## src/rtl/lru_pkg.sv

```systemverilog
// lru_pkg: shared tree-PLRU encoding for lru_tree_update (writer) and
// eviction_lru (decoder).
//   Node 0 is the root. Node a has children 2a+1 (left, bit 0) and
//   2a+2 (right, bit 1). The root supplies the MSB of a way index.
//   The helpers work on maximum-width vectors. Callers zero-extend their
//   (ASSOCIATIVITY-1)-bit state into lru_bits_t and take the low bits of
//   the result.
package lru_pkg;

  localparam int unsigned LRU_MAX_LEVELS = 6;
  localparam int unsigned LRU_MAX_WAYS   = 1 << LRU_MAX_LEVELS;
  localparam logic [LRU_MAX_LEVELS-1:0] LRU_ROOT = '0;

  typedef logic [LRU_MAX_WAYS-2:0]   lru_bits_t;
  typedef logic [LRU_MAX_LEVELS-1:0] way_t;

  function automatic way_t lru_child(way_t node, logic dir);
    return {node[LRU_MAX_LEVELS-2:0], 1'b0} + way_t'(1) + way_t'(dir);
  endfunction

  // Points every node on the path of 'way' away from it.
  function automatic lru_bits_t plru_update(lru_bits_t bits, way_t way,
                                            int unsigned levels);
    lru_bits_t res;
    way_t      node;
    way_t      w;
    logic      b;
    res  = bits;
    node = LRU_ROOT;
    // Left-align the way so its MSB is always the top bit.
    w    = way << (LRU_MAX_LEVELS - levels);
    for (int k = 0; k < int'(LRU_MAX_LEVELS); k++) begin
      if (k < int'(levels)) begin
        b         = w[LRU_MAX_LEVELS-1];
        res[node] = ~b;
        node      = lru_child(node, b);
        w         = w << 1;
      end
    end
    return res;
  endfunction

  // Follows the stored bits from the root down to the victim leaf.
  function automatic way_t plru_victim(lru_bits_t bits, int unsigned levels);
    way_t victim;
    way_t node;
    logic b;
    victim = '0;
    node   = LRU_ROOT;
    for (int k = 0; k < int'(LRU_MAX_LEVELS); k++) begin
      if (k < int'(levels)) begin
        b      = bits[node];
        victim = {victim[LRU_MAX_LEVELS-2:0], b};
        node   = lru_child(node, b);
      end
    end
    return victim;
  endfunction

endpackage

```

## src/rtl/eviction_lru.sv

```systemverilog
// eviction_lru: combinational tree-PLRU victim decoder.
//   lru_bits   : PLRU node bits of one set (node 0 = bit 0)
//   victim_way : way the tree currently points at
module eviction_lru
  import lru_pkg::*;
#(
  parameter int ASSOCIATIVITY = 8
) (
  input  logic [ASSOCIATIVITY-2:0]         lru_bits,
  output logic [$clog2(ASSOCIATIVITY)-1:0] victim_way
);

  localparam int unsigned LEVELS = $clog2(ASSOCIATIVITY);

  way_t victim_wide;

  always_comb begin
    victim_wide = plru_victim(lru_bits_t'(lru_bits), LEVELS);
    victim_way  = victim_wide[LEVELS-1:0];
  end

endmodule

```

## src/rtl/lru_tree_update.sv

```systemverilog
// lru_tree_update: per-set tree-PLRU state owner with victim lookup and a
// one-set-per-cycle flush.
//   upd_valid/upd_ready/upd_set/upd_way : access report (hit or fill)
//   vic_req/vic_set                     : victim lookup request
//   vic_valid/vic_way/vic_lru_bits      : registered lookup result (1 cycle)
//   flush/busy                          : start / in-progress of full clear
// Build option: LRU_UPD_FWD_EN forwards a same-edge update to a lookup of
// the same set. When it is undefined, that lookup sees the pre-update bits.
//
// state | meaning
// IDLE  | accepts updates and lookups, waits for flush
// FLUSH | clears set flush_ptr each cycle, 0..SETS-1
module lru_tree_update
  import lru_pkg::*;
#(
  parameter int ASSOCIATIVITY = 8,
  parameter int SETS          = 16
) (
  input  logic                             clk,
  input  logic                             rst_n,
  input  logic                             upd_valid,
  output logic                             upd_ready,
  input  logic [((SETS>1)?$clog2(SETS):1)-1:0] upd_set,
  input  logic [$clog2(ASSOCIATIVITY)-1:0] upd_way,
  input  logic                             vic_req,
  input  logic [((SETS>1)?$clog2(SETS):1)-1:0] vic_set,
  output logic                             vic_valid,
  output logic [$clog2(ASSOCIATIVITY)-1:0] vic_way,
  output logic [ASSOCIATIVITY-2:0]         vic_lru_bits,
  input  logic                             flush,
  output logic                             busy
);

  localparam int WAY_W = $clog2(ASSOCIATIVITY);
  localparam int SET_W = (SETS > 1) ? $clog2(SETS) : 1;
  localparam int NB    = ASSOCIATIVITY - 1;
  localparam logic [SET_W:0]   SET_LIMIT = (SET_W+1)'(SETS);
  localparam logic [SET_W-1:0] LAST_SET  = SET_W'(SETS - 1);

  typedef enum logic {IDLE, FLUSH} state_t;

  state_t           state_q, state_d;
  logic [NB-1:0]    mem [SETS];
  logic [SET_W-1:0] flush_ptr;

  logic             upd_fire, vic_fire;
  logic             upd_in_range, vic_in_range;
  logic [NB-1:0]    upd_old_bits, upd_new_bits, rd_bits, sel_bits;
  lru_bits_t        upd_wide;
  logic [WAY_W-1:0] dec_way;

  always_comb begin
    state_d   = state_q;
    upd_ready = 1'b0;
    busy      = 1'b0;
    upd_fire  = 1'b0;
    vic_fire  = 1'b0;
    case (state_q)
      IDLE: begin
        upd_ready = 1'b1;
        upd_fire  = upd_valid;
        vic_fire  = vic_req;
        if (flush) state_d = FLUSH;
      end
      FLUSH: begin
        busy = 1'b1;
        if (flush_ptr == LAST_SET) state_d = IDLE;
      end
      default: state_d = IDLE;
    endcase
  end

  always_comb begin
    upd_in_range = {1'b0, upd_set} < SET_LIMIT;
    vic_in_range = {1'b0, vic_set} < SET_LIMIT;
    upd_old_bits = upd_in_range ? mem[upd_set] : '0;
    upd_wide     = plru_update(lru_bits_t'(upd_old_bits), way_t'(upd_way), WAY_W);
    upd_new_bits = upd_wide[NB-1:0];
    rd_bits      = vic_in_range ? mem[vic_set] : '0;
`ifdef LRU_UPD_FWD_EN
    sel_bits = (upd_fire && upd_in_range && (upd_set == vic_set)) ? upd_new_bits : rd_bits;
`else
    sel_bits = rd_bits;
`endif
  end

  eviction_lru #(
    .ASSOCIATIVITY(ASSOCIATIVITY)
  ) u_dec (
    .lru_bits  (sel_bits),
    .victim_way(dec_way)
  );

  always_ff @(posedge clk or negedge rst_n) begin
    if (!rst_n) begin
      state_q   <= IDLE;
      flush_ptr <= '0;
    end else begin
      state_q   <= state_d;
      flush_ptr <= (state_q == FLUSH) ? flush_ptr + 1'b1 : '0;
    end
  end

  // The flush clear has priority; an update can only fire in IDLE anyway.
  always_ff @(posedge clk or negedge rst_n) begin
    if (!rst_n) begin
      for (int i = 0; i < SETS; i++) mem[i] <= '0;
    end else if (state_q == FLUSH) begin
      mem[flush_ptr] <= '0;
    end else if (upd_fire && upd_in_range) begin
      mem[upd_set] <= upd_new_bits;
    end
  end

  always_ff @(posedge clk or negedge rst_n) begin
    if (!rst_n) begin
      vic_valid    <= 1'b0;
      vic_way      <= '0;
      vic_lru_bits <= '0;
    end else begin
      vic_valid <= vic_fire;
      if (vic_fire) begin
        vic_way      <= dec_way;
        vic_lru_bits <= sel_bits;
      end
    end
  end

endmodule

```

## config.mk

```make
export PLATFORM = sky130hd
export DESIGN_NAME = lru_tree_update
export DESIGN_NICKNAME = d
export VERILOG_FILES = /design/src/rtl/lru_pkg.sv /design/src/rtl/eviction_lru.sv /design/src/rtl/lru_tree_update.sv
export SDC_FILE = /design/constraint.sdc
export NUM_CORES = 1
export LEC_CHECK = 0
export CORE_MARGIN = 2
export CORE_UTILIZATION = 30
export DETAILED_ROUTE_END_ITERATION = 10
export DONT_BUFFER_PORTS = 1
export HOLD_SLACK_MARGIN = 0.15
export PLACE_DENSITY = 0.44
export SLEW_MARGIN = 20
export SYNTH_ARGS = -nofsm -noshare
export SYNTH_HDL_FRONTEND = slang
export SYNTH_SLANG_ARGS = --single-unit
export TNS_END_PERCENT = 5
```

## constraint.sdc

```tcl
create_clock -name clk -period 3.55 [get_ports clk]
set_clock_uncertainty 0.05 [all_clocks]
set_input_delay 0.5325 -clock clk [delete_from_list [all_inputs] [get_ports clk]]
set_output_delay 0.5325 -clock clk [all_outputs]
set_load 0.005 [all_outputs]
```

==> reports/metrics.yaml <==
cts-buffers-inserted: 17
cpPeakStageDelay_ps: 510
p_leak_nw: 3.15
setup_violations: 0
cp.arrival_ps: 3480
antennaDiodeCount: 0
clk_latency_ps: 420
grt_util_all_layers: 0.187
rows: 54
p_sw_mw: 1.20
initial_core_util: 0.306
drive_above_1_share: 0.171
worst_ep_required_time_ps: 3850
yosysSeqAreaShare: 0.476
p_total_mw: 4.11
cp_cell_sequence: "mux4_2, mux2i_1, mux2i_1, mux2i_4, ha_1, inv_1, mux4_2, nor2b_1, o221ai_1, o221a_1"
antenna_found_initial: 2
cp-end-kind: "register"
synth-xor-area-share: 0.00263
synth_adder_area_share: 0.00938
dpl.hpwl_um: 14300
hold_path_class: "input pin to register"
max_freq_mhz: 315
tns_ps: 0
muxShareOfSynthArea: 0.247
path_max_fanout: 4
post_synth_and_or_nand_nor_area_fraction: 0.103
grt_max_degree: 128
startpoint_type: "register"
rsz0062_at_grt: "no"
power_frac_seq: 0.410
syn_area_per_cell_um2: 12.0
syn-instance-count: 556
viasPerCell: 5.63
htreeDepth: 4
synth_top_family_by_area: "multiplexers"
grt_remaining_overflow: 0
clkTransAtPathRegs_ps: 60
fp.dieArea_um2: 23400
path_buf_inv: 1
die_y_um: 153
wl_per_cell_um: 24.8
ys_warn_count: 0
fin_crit_sh: 0.896
die_x_um: 153
async_flop_share: 1.00
pin_count: 29
p_int_mw: 2.92
tritoncts: "done"
area_growth_syn_to_layout_pct: 12.2
grt_pass1_vias: 4851
drv_cap: 0
tightest_slew_ps: 983
finalWirelength_um: 21000
portBuffers: 0
grt_pass1_wl_um: 32000
cpLargestDelayFamily: "multiplexers"
core_um2: 21800
drtAntennaViolNets: 0
clkPwrFrac: 0.408
synth_compound_area_frac: 0.125
design_area_um2: 7480
dr.pass1.iters: 5
synth_ff_type: "dfrtp_1"
finalNetCount: 577
ys_seq_elements: 127
vias: 4764
synth_edf_count: 0
status: "finished, final reports clean"
place_inst: 815
drc: 0
synth_fp_nets: 577
peakVddDrop_mv: 0.289
period_needed_ps: 3180
cts_root_buffer: "clkbuf_16"
post-route-util: 0.343
cts_sinks: 127
drt-initial-drc-count: 375
hold_viol_final: 0
fin_cells: 846
place_area_um2: 6880
slew_headroom: 0.345
finalMaxSlewViolations: 0
ys_types: 43
gp_congestion: 0.846
p_sw_frac: 0.292
cts_buffer_depth: 2
powerDensity_nw_per_um2: 550
synth_area_um2: 6670
combPwrFrac: 0.182
crit_type: "register to register"
cp_slowest_cell: "mux4_2"
## cell usage after synthesis, drive strengths merged (3+ instances only)
library cell	number	area [um2]
nand2	138	518
dfrtp	127	3180
o21ai	99	507
mux4	63	1480
buf	19	169
a22o	16	140
mux2i	13	159
clkbuf	12	46.3
nor2	11	41.3
a22oi	10	75.1
a21boi	7	56.3
inv	6	22.5
ha	5	62.6
a21oi	4	31.3
nor3b	4	35.0
and3	3	18.8
## timing repair
| item | CTS | global route |
|---|---|---|
| resized for setup | 0 | 0 |
| hold buffers | 2 | 0 |
| setup buffers | 0 | 0 |
| hold endpoints to repair | 127 | 0 |
| setup endpoints to repair | 0 | 0 |
## metal layers
| layer | up-vias | wire (um) | global-route usage |
|---|---|---|---|
| li1 | 2072 | - | - |
| met1 | 2482 | 9170 | 0.256 |
| met2 | 168 | 9330 | 0.272 |
| met3 | 38 | 1920 | 0.0689 |
| met4 | 4 | 547 | 0.0670 |
| met5 | - | 23 | 0 |
## registers in the layout, summed over array words and instances, names as in the netlist
name          cells
mem             112
vic_valid         1
vic_lru_bits      7
vic_way           2
state_q           1
flush_ptr         4
## layout make-up
cell class	instances	area, um2
clock inverter	6	85.1
clock buffer	23	478
inverter	8	30.0
multi-input combinational	390	3250
tap	280	350
timing repair buffer	12	113
fill	2141	14300
sequential	127	3180
## cells by family (layout without fill, tap and decap cells)
kind of cell | Yosys count | in the layout
AOI/OAI and AO/OA | 139 | 139
muxes | 77 | 77
DFF | 127 | 127
adders and majority gates | 5 | 5
buffers and inverters | 39 | 49
xor gates and xnor gates | 2 | 2
and+or+nand+nor | 167 | 167
## power groups by stage
stage | clock network (mW) | registers, mW | logic [mW]
final | 1.68 | 1.69 | 0.749
after global routing | 1.79 | 1.70 | 0.823
after CTS | 1.72 | 1.69 | 0.750
after detailed placement | 0 | 1.71 | 0.713
after global placement | 0 | 1.71 | 0.709
after floorplan | 0 | 1.68 | 0.509
## worst reg2reg max path, delay by kind of cell (launching register included)
kind            cells  cell delay, ps
buf+inv             1             110
fa+ha+maj           1             300
mux                 5            1750
flops               1             390
simple gates        1             150
compound gates      2             360
## cells in the final DEF, fill, tap and decap left out, drive strengths merged, types with 5 or more instances in the layout
cell type    n
nand2      138
dfrtp      127
o21ai       99
mux4        63
clkbuf      23
a22o        16
mux2i       13
nor2        11
buf         11
a22oi       10
a21boi       7
inv          6
ha           5
## through the flow
stage | hold WS [ps] | worst slack, ps
finish | 244 | 370
global placement | 194 | 264
global route | 273 | 250
CTS | 227 | 382
detailed placement | 194 | 233
floorplan | 187 | 158
## worst paths after layout
check	cells past startpoint	slack (ps)	start	to
max	10	370	mem[29]$_DFFE_PN0P_	vic_way[0]$_DFFE_PN0P_
max reg2reg	10	370	mem[29]$_DFFE_PN0P_	vic_way[0]$_DFFE_PN0P_
max in group asynchronous	2	2230	rst_n	mem[27]$_DFFE_PN0P_
min in group asynchronous	2	680	rst_n	mem[95]$_DFFE_PN0P_
min	2	240	flush	state_q$_DFF_PN0_
min reg2reg	1	450	mem[98]$_DFFE_PN0P_	mem[98]$_DFFE_PN0P_
(Power assumes the default switching activity.)
==> variant 1: new RTL, same flow settings <==
Add a define of `LRU_UPD_FWD_EN`.
--- a/src/rtl/lru_tree_update.sv
+++ b/src/rtl/lru_tree_update.sv
@@ -10,6 +10,8 @@
 // state | meaning
 // IDLE  | accepts updates and lookups, waits for flush
 // FLUSH | clears set flush_ptr each cycle, 0..SETS-1
+`define LRU_UPD_FWD_EN
+
 module lru_tree_update
   import lru_pkg::*;
 #(
Function: changed (Yosys sat finds a counterexample within 4 cycles, from zero or initial values and one cycle with rst_n low).
==> variant 1 against the original RTL <==
- via count is 3.0% higher
- utilization is 0.57 points higher
- synthesized cell count is 5.8% lower
- design area is 2.0% higher
- wire length is 4.4% higher
- power is 6.4% higher
- synthesized area is 0.77% higher
- combinational power is 20% higher
- worst setup slack better by 0.24 ns
- cell count is 2.6% lower
- sequential cell count stayed put
==> variant 1: results (changes against the original RTL) <==
Placed Instance Area = 7010 µm² (was 6880 µm²)
crit-path leading delay family = compound AO/OA/AOI/OAI gates (was multiplexers)
Max rail drop VDD = 0.299 mV (was 0.289 mV)
Reg2Reg Setup Slack = 0.61 ns (was 0.37 ns)
top post-synthesis cells by count = 127 x sky130_fd_sc_hd__dfrtp_1, 92 x sky130_fd_sc_hd__a22o_1, 58 x sky130_fd_sc_hd__mux4_2 (was 138 x sky130_fd_sc_hd__nand2_1, 127 x sky130_fd_sc_hd__dfrtp_1, 71 x sky130_fd_sc_hd__o21ai_0)
CP max FO = 4 (unchanged)
fin cells = 824 (was 846)
cell chosen for the clock root = sky130_fd_sc_hd__clkbuf_16 (unchanged)
leakage power = 3.21 nW (was 3.15 nW)
proportion of layout cells with a drive suffix above 1 = 23.0% (was 17.1%)
Max-slew headroom = 32.3% (was 34.5%)
global-route usage over all layers = 19.4% (was 18.7%)
Critical Path AT = 3.24 ns (was 3.48 ns)
placed wire-length estimate = 15.0 mm (was 14.3 mm)
sum of routed wire length over all layers = 21.9 mm (was 21.0 mm)
wire length of the first global-routing pass = 34.2 mm (was 32.0 mm)
violation count after the first detailed-route iteration = 504 (was 375)
Filler Cell Count = 2,152 (was 2,141)
via count of the first global-routing pass = 5,200 (was 4,851)
number of distinct library cells after synthesis = 48 (was 43)
Via Count = 4,905 (was 4,764)
antenna violations before repair = 1 (was 2)
number of placed cells counting well taps = 790 (was 815)
Top Registers = mem (112), vic_lru_bits (7), flush_ptr (4) (unchanged)
part of the Yosys area used for sequential elements = 47.3% (was 47.6%)
top area cells in the synthesized netlist = sky130_fd_sc_hd__dfrtp_1 47%, sky130_fd_sc_hd__mux4_2 19%, sky130_fd_sc_hd__a22o_1 12% (was sky130_fd_sc_hd__dfrtp_1 48%, sky130_fd_sc_hd__mux4_2 16%, sky130_fd_sc_hd__nand2_1 7.8%)
launch point of the worst hold path = upd_way[2] (was flush)
reg2reg path depth = 9 (was 10)
cell depth of the worst hold path = 1 (was 2)
gp weighted congestion = 0.832 (was 0.846)
outcome = finished, final reports clean (unchanged)
syn_nets = 545 (was 577)
worst r2r src = mem[79]$_DFFE_PN0P_ (was mem[29]$_DFFE_PN0P_)
post-CTS clock slew at the launch and capture registers of the worst setup and hold paths = 0.06 ns (about the same)
highest cell delay on the worst timing path = 0.46 ns (was 0.51 ns)
Worst Hold Path EP = mem[56]$_DFFE_PN0P_ (was state_q$_DFF_PN0_)
number of standard cells after synthesis = 524 (was 556)
Synth warnings = 0 (unchanged)
power dissipated by switching net loads = 1.38 mW (was 1.20 mW)
[variant 1: kinds of logic after synthesis]
kind of cell / count (synthesis) / share of synthesized area, %
flip-flops: 127 / 47.3
buffers and inverters: 42 / 3.48
multiplexers: 69 / 21.2
AND/OR/NAND/NOR: 108 / 7.32
XOR/XNOR: 6 / 0.782
adder cells (fa/ha/maj): 5 / 0.931
AO/OA/AOI/OAI: 167 / 19.0
[variant 1: metal layers]
| layer | part of all wire (%) | GRT usage (%) |
|---|---|---|
| met2 | 46 | 28.9 |
| met5 | 0.059 | 0 |
| met4 | 4.4 | 10.3 |
| met3 | 6.9 | 4.90 |
| met1 | 42 | 26.2 |
[variant 1: final cells by class]
| cell class | instances | area [µm²] | area share [%] |
|---|---|---|---|
| Multi-Input combinational cell | 355 | 3310 | 43.4 |
| Sequential cell | 127 | 3180 | 41.7 |
| Clock buffer | 20 | 467 | 6.12 |
| Tap cell | 280 | 350 | 4.59 |
| Timing Repair Buffer | 21 | 180 | 2.36 |
| Clock inverter | 12 | 110 | 1.44 |
| Inverter | 9 | 33.8 | 0.443 |
[variant 1: worst max-delay path by stage]
stage,end,slack (ns),cells past startpoint
CTS,vic_way[0]$_DFFE_PN0P_,0.62,9
detailed placement,vic_way[0]$_DFFE_PN0P_,0.48,9
global placement,vic_way[0]$_DFFE_PN0P_,0.54,10
global route,vic_way[0]$_DFFE_PN0P_,0.49,10
finish,vic_way[0]$_DFFE_PN0P_,0.61,9
floorplan,vic_way[0]$_DFFE_PN0P_,0.50,11
[variant 1: power groups by stage]
stage | clock network [mW] | registers [mW] | logic [mW]
detailed placement | 0 | 1.80 | 0.868
CTS | 1.73 | 1.77 | 0.906
global placement | 0 | 1.80 | 0.854
finish | 1.70 | 1.78 | 0.902
floorplan | 0 | 1.74 | 0.611
global route | 1.81 | 1.80 | 0.971
[variant 1: metrics by stage]
step           hold slack, ns  utilization, %  worst slack, ns
2_1_floorplan           0.187               -            0.504
3_3_place_gp            0.194            32.0            0.541
3_5_place_dp            0.196            32.0            0.477
4_1_cts                 0.150            34.8            0.617
5_1_grt                 0.157            34.8            0.488
6_report                0.160            34.8            0.610
[variant 1: timing repair]
item / 4_1_cts / 5_1_grt
setup buffers: 0 / 0
endpoints found under the hold margin: 127 / 0
resized for setup: 0 / 0
hold buffers: 2 / 0
==> variant 2: new RTL, same flow settings <==
Made on the original files. Reset style: synchronous (`rst_n`), changed in 3 clocked blocks.
--- a/src/rtl/lru_tree_update.sv
+++ b/src/rtl/lru_tree_update.sv
@@ -91,7 +91,7 @@
     .victim_way(dec_way)
   );
 
-  always_ff @(posedge clk or negedge rst_n) begin
+  always_ff @(posedge clk) begin
     if (!rst_n) begin
       state_q   <= IDLE;
       flush_ptr <= '0;
@@ -102,7 +102,7 @@
   end
 
   // The flush clear has priority; an update can only fire in IDLE anyway.
-  always_ff @(posedge clk or negedge rst_n) begin
+  always_ff @(posedge clk) begin
     if (!rst_n) begin
       for (int i = 0; i < SETS; i++) mem[i] <= '0;
     end else if (state_q == FLUSH) begin
@@ -112,7 +112,7 @@
     end
   end
 
-  always_ff @(posedge clk or negedge rst_n) begin
+  always_ff @(posedge clk) begin
     if (!rst_n) begin
       vic_valid    <= 1'b0;
       vic_way      <= '0;
Formal check against the unedited RTL: differs if rst_n is asserted again (counterexample within 4 cycles, from zero or initial values and one cycle with rst_n low); with rst_n held inactive, the same outputs for 4 cycles.
==> variant 2 against the original RTL <==
- synthesized area shrank 2.0%
- wire length fell by 9.6%
- via count decreased by 14%
- sequential cell count did not move
- design area shrank 1.9%
- worst setup slack improved by 0.23 ns
- global-route usage shrank 1.1 points
- critical path type unchanged
Power is not compared: it rests on default switching activity, and its combinational part moved more than twofold at a synthesized area within 25%.
==> variant 2: results (changes against the original RTL) <==
global-route usage over all layers = 17.5% (was 18.7%)
maximum number of pins on one net before global-route repair = 34 (was 128)
Max-slew headroom = 45.7% (was 34.5%)
number of distinct library cells after synthesis = 36 (was 43)
part of the Yosys area used for sequential elements = 56.1% (was 47.6%)
cell depth of the worst hold path = 1 (was 2)
Crit Reg-Reg Endpoint = vic_way[0]$_SDFFE_PN0P_ (was vic_way[0]$_DFFE_PN0P_)
proportion of layout cells with a drive suffix above 1 = 14.5% (was 17.1%)
quantity of I/O buffers inserted on ports = 0 (unchanged)
layout net count = 494 (was 577)
post-synthesis adder-cell area fraction = 0.383% (was 0.938%)
post-CTS setup-driven buffer insertion count = 0 (unchanged)
post-synthesis xor/xnor area fraction = 0.268% (was 0.263%)
violation count after the first detailed-route iteration = 371 (was 375)
TritonRoute pass-1 iters = 5 (unchanged)
cell with the biggest individual delay on the critical path = sky130_fd_sc_hd__mux4_1 (was sky130_fd_sc_hd__mux4_2)
share of flip-flops with an asynchronous set or reset after synthesis = 0% (was 100%)
top area cells in the synthesized netlist = sky130_fd_sc_hd__edfxtp_1 51%, sky130_fd_sc_hd__mux4_2 12%, sky130_fd_sc_hd__mux4_1 11% (was sky130_fd_sc_hd__dfrtp_1 48%, sky130_fd_sc_hd__mux4_2 16%, sky130_fd_sc_hd__nand2_1 7.8%)
top post-synthesis cells by count = 122 x sky130_fd_sc_hd__nor2_1, 112 x sky130_fd_sc_hd__edfxtp_1, 75 x sky130_fd_sc_hd__nand2_1 (was 138 x sky130_fd_sc_hd__nand2_1, 127 x sky130_fd_sc_hd__dfrtp_1, 71 x sky130_fd_sc_hd__o21ai_0)
via count of the first global-routing pass = 4,148 (was 4,851)
wire length of the first global-routing pass = 27.9 mm (was 32.0 mm)
launch point of the worst hold path = rst_n (was flush)
Reg2Reg Setup Slack = 0.60 ns (was 0.37 ns)
maximum number of buffers from clock root to sink = 2 (unchanged)
Worst Hold Path EP = vic_way[1]$_SDFFE_PN0P_ (was state_q$_DFF_PN0_)
gp weighted congestion = 0.839 (was 0.846)
Critical Path AT = 3.23 ns (was 3.48 ns)
average via count per standard cell = 5.39 (was 5.63)
outcome = finished, final reports clean (unchanged)
ANT cells = 0 (unchanged)
sum of routed wire length over all layers = 19.0 mm (was 21.0 mm)
placed wire-length estimate = 12.6 mm (was 14.3 mm)
worst r2r src = mem[5][1]$_SDFFCE_PN0P_ (was mem[29]$_DFFE_PN0P_)
Placed Instance Area = 6740 µm² (was 6880 µm²)
reg2reg path depth = 9 (was 10)
syn_nets = 502 (was 577)
highest cell delay on the worst timing path = 0.54 ns (was 0.51 ns)
antenna violations before repair = 0 (was 2)
CP max FO = 5 (was 4)
H-Tree Depth = 4 (unchanged)
most frequently used flop master after synthesis = sky130_fd_sc_hd__edfxtp_1 (was sky130_fd_sc_hd__dfrtp_1)
compound-gate portion of the synthesized area = 3.18% (was 12.5%)
fraction of synthesized area in multiplexers = 23.5% (was 24.7%)
Filler Cell Count = 2,076 (was 2,141)
count of flip-flops with a built-in enable after synthesis = 112 (was 0)
==> variant 2: area by class of cell <==
cell class | instances | area [µm²] | share of cell area (%)
multi-input combinational | 319 | 2670 | 36.4
timing repair buffer | 5 | 37.5 | 0.511
inverter | 6 | 22.5 | 0.307
clock inverter | 12 | 168 | 2.28
sequential | 127 | 3660 | 49.9
clock buffer | 20 | 437 | 5.95
tap | 275 | 344 | 4.69
==> variant 2: power groups by stage <==
stage | registers [mW] | clock network (mW) | logic [mW]
after floorplan | 1.73 | 0 | 0.264
after global placement | 1.74 | 0 | 0.311
after detailed placement | 1.75 | 0 | 0.313
after CTS | 1.71 | 1.83 | 0.314
after global routing | 1.72 | 1.90 | 0.334
final | 1.71 | 1.81 | 0.312
==> variant 2: cell families (layout without fill, tap and decap cells) <==
logic type,count (synthesis),after routing
buffers and inverters,38,43
AO/OA/AOI/OAI,29,29
AND/OR/NAND/NOR,221,221
adder cells (fa/ha/maj),2,2
XOR/XNOR,2,2
flip-flops,127,127
multiplexers,65,65
==> variant 2: worst max path at each step <==
stage	cells after the start	end	slack (ns)	from
after global routing	9	vic_way[0]$_SDFFE_PN0P_	0.41	mem[2][1]$_SDFFCE_PN0P_
after CTS	9	vic_way[0]$_SDFFE_PN0P_	0.59	mem[1][1]$_SDFFCE_PN0P_
after floorplan	10	vic_way[0]$_SDFFE_PN0P_	0.58	vic_set[0]
after global placement	9	vic_way[0]$_SDFFE_PN0P_	0.51	vic_set[0]
final	9	vic_way[0]$_SDFFE_PN0P_	0.60	mem[5][1]$_SDFFCE_PN0P_
after detailed placement	9	vic_way[0]$_SDFFE_PN0P_	0.43	vic_set[0]
==> variant 2: stage by stage <==
stage	utilization (%)	setup WS [ns]	hold WS, ns	instances
after floorplan	-	0.583	0.409	484
after global placement	31.7	0.514	0.425	732
after detailed placement	31.7	0.435	0.434	732
after CTS	34.6	0.595	0.185	764
after global routing	34.6	0.410	0.186	764
final	34.6	0.598	0.207	764
==> variant 2: critical path: cells and delay by family (launching register included) <==
family,cells,cell delay [ns]
adders and majority gates,1,0.28
DFF,1,0.39
muxes,2,0.89
and+or+nand+nor,2,0.35
AOI/OAI and AO/OA,4,0.90
==> variant 2: routing by layer <==
metal  global-route usage (%)  part of all wire, %
met5                        0                    0
met4                     5.88                  2.0
met3                     4.46                  7.3
met2                     28.3                   48
met1                     23.1                   42
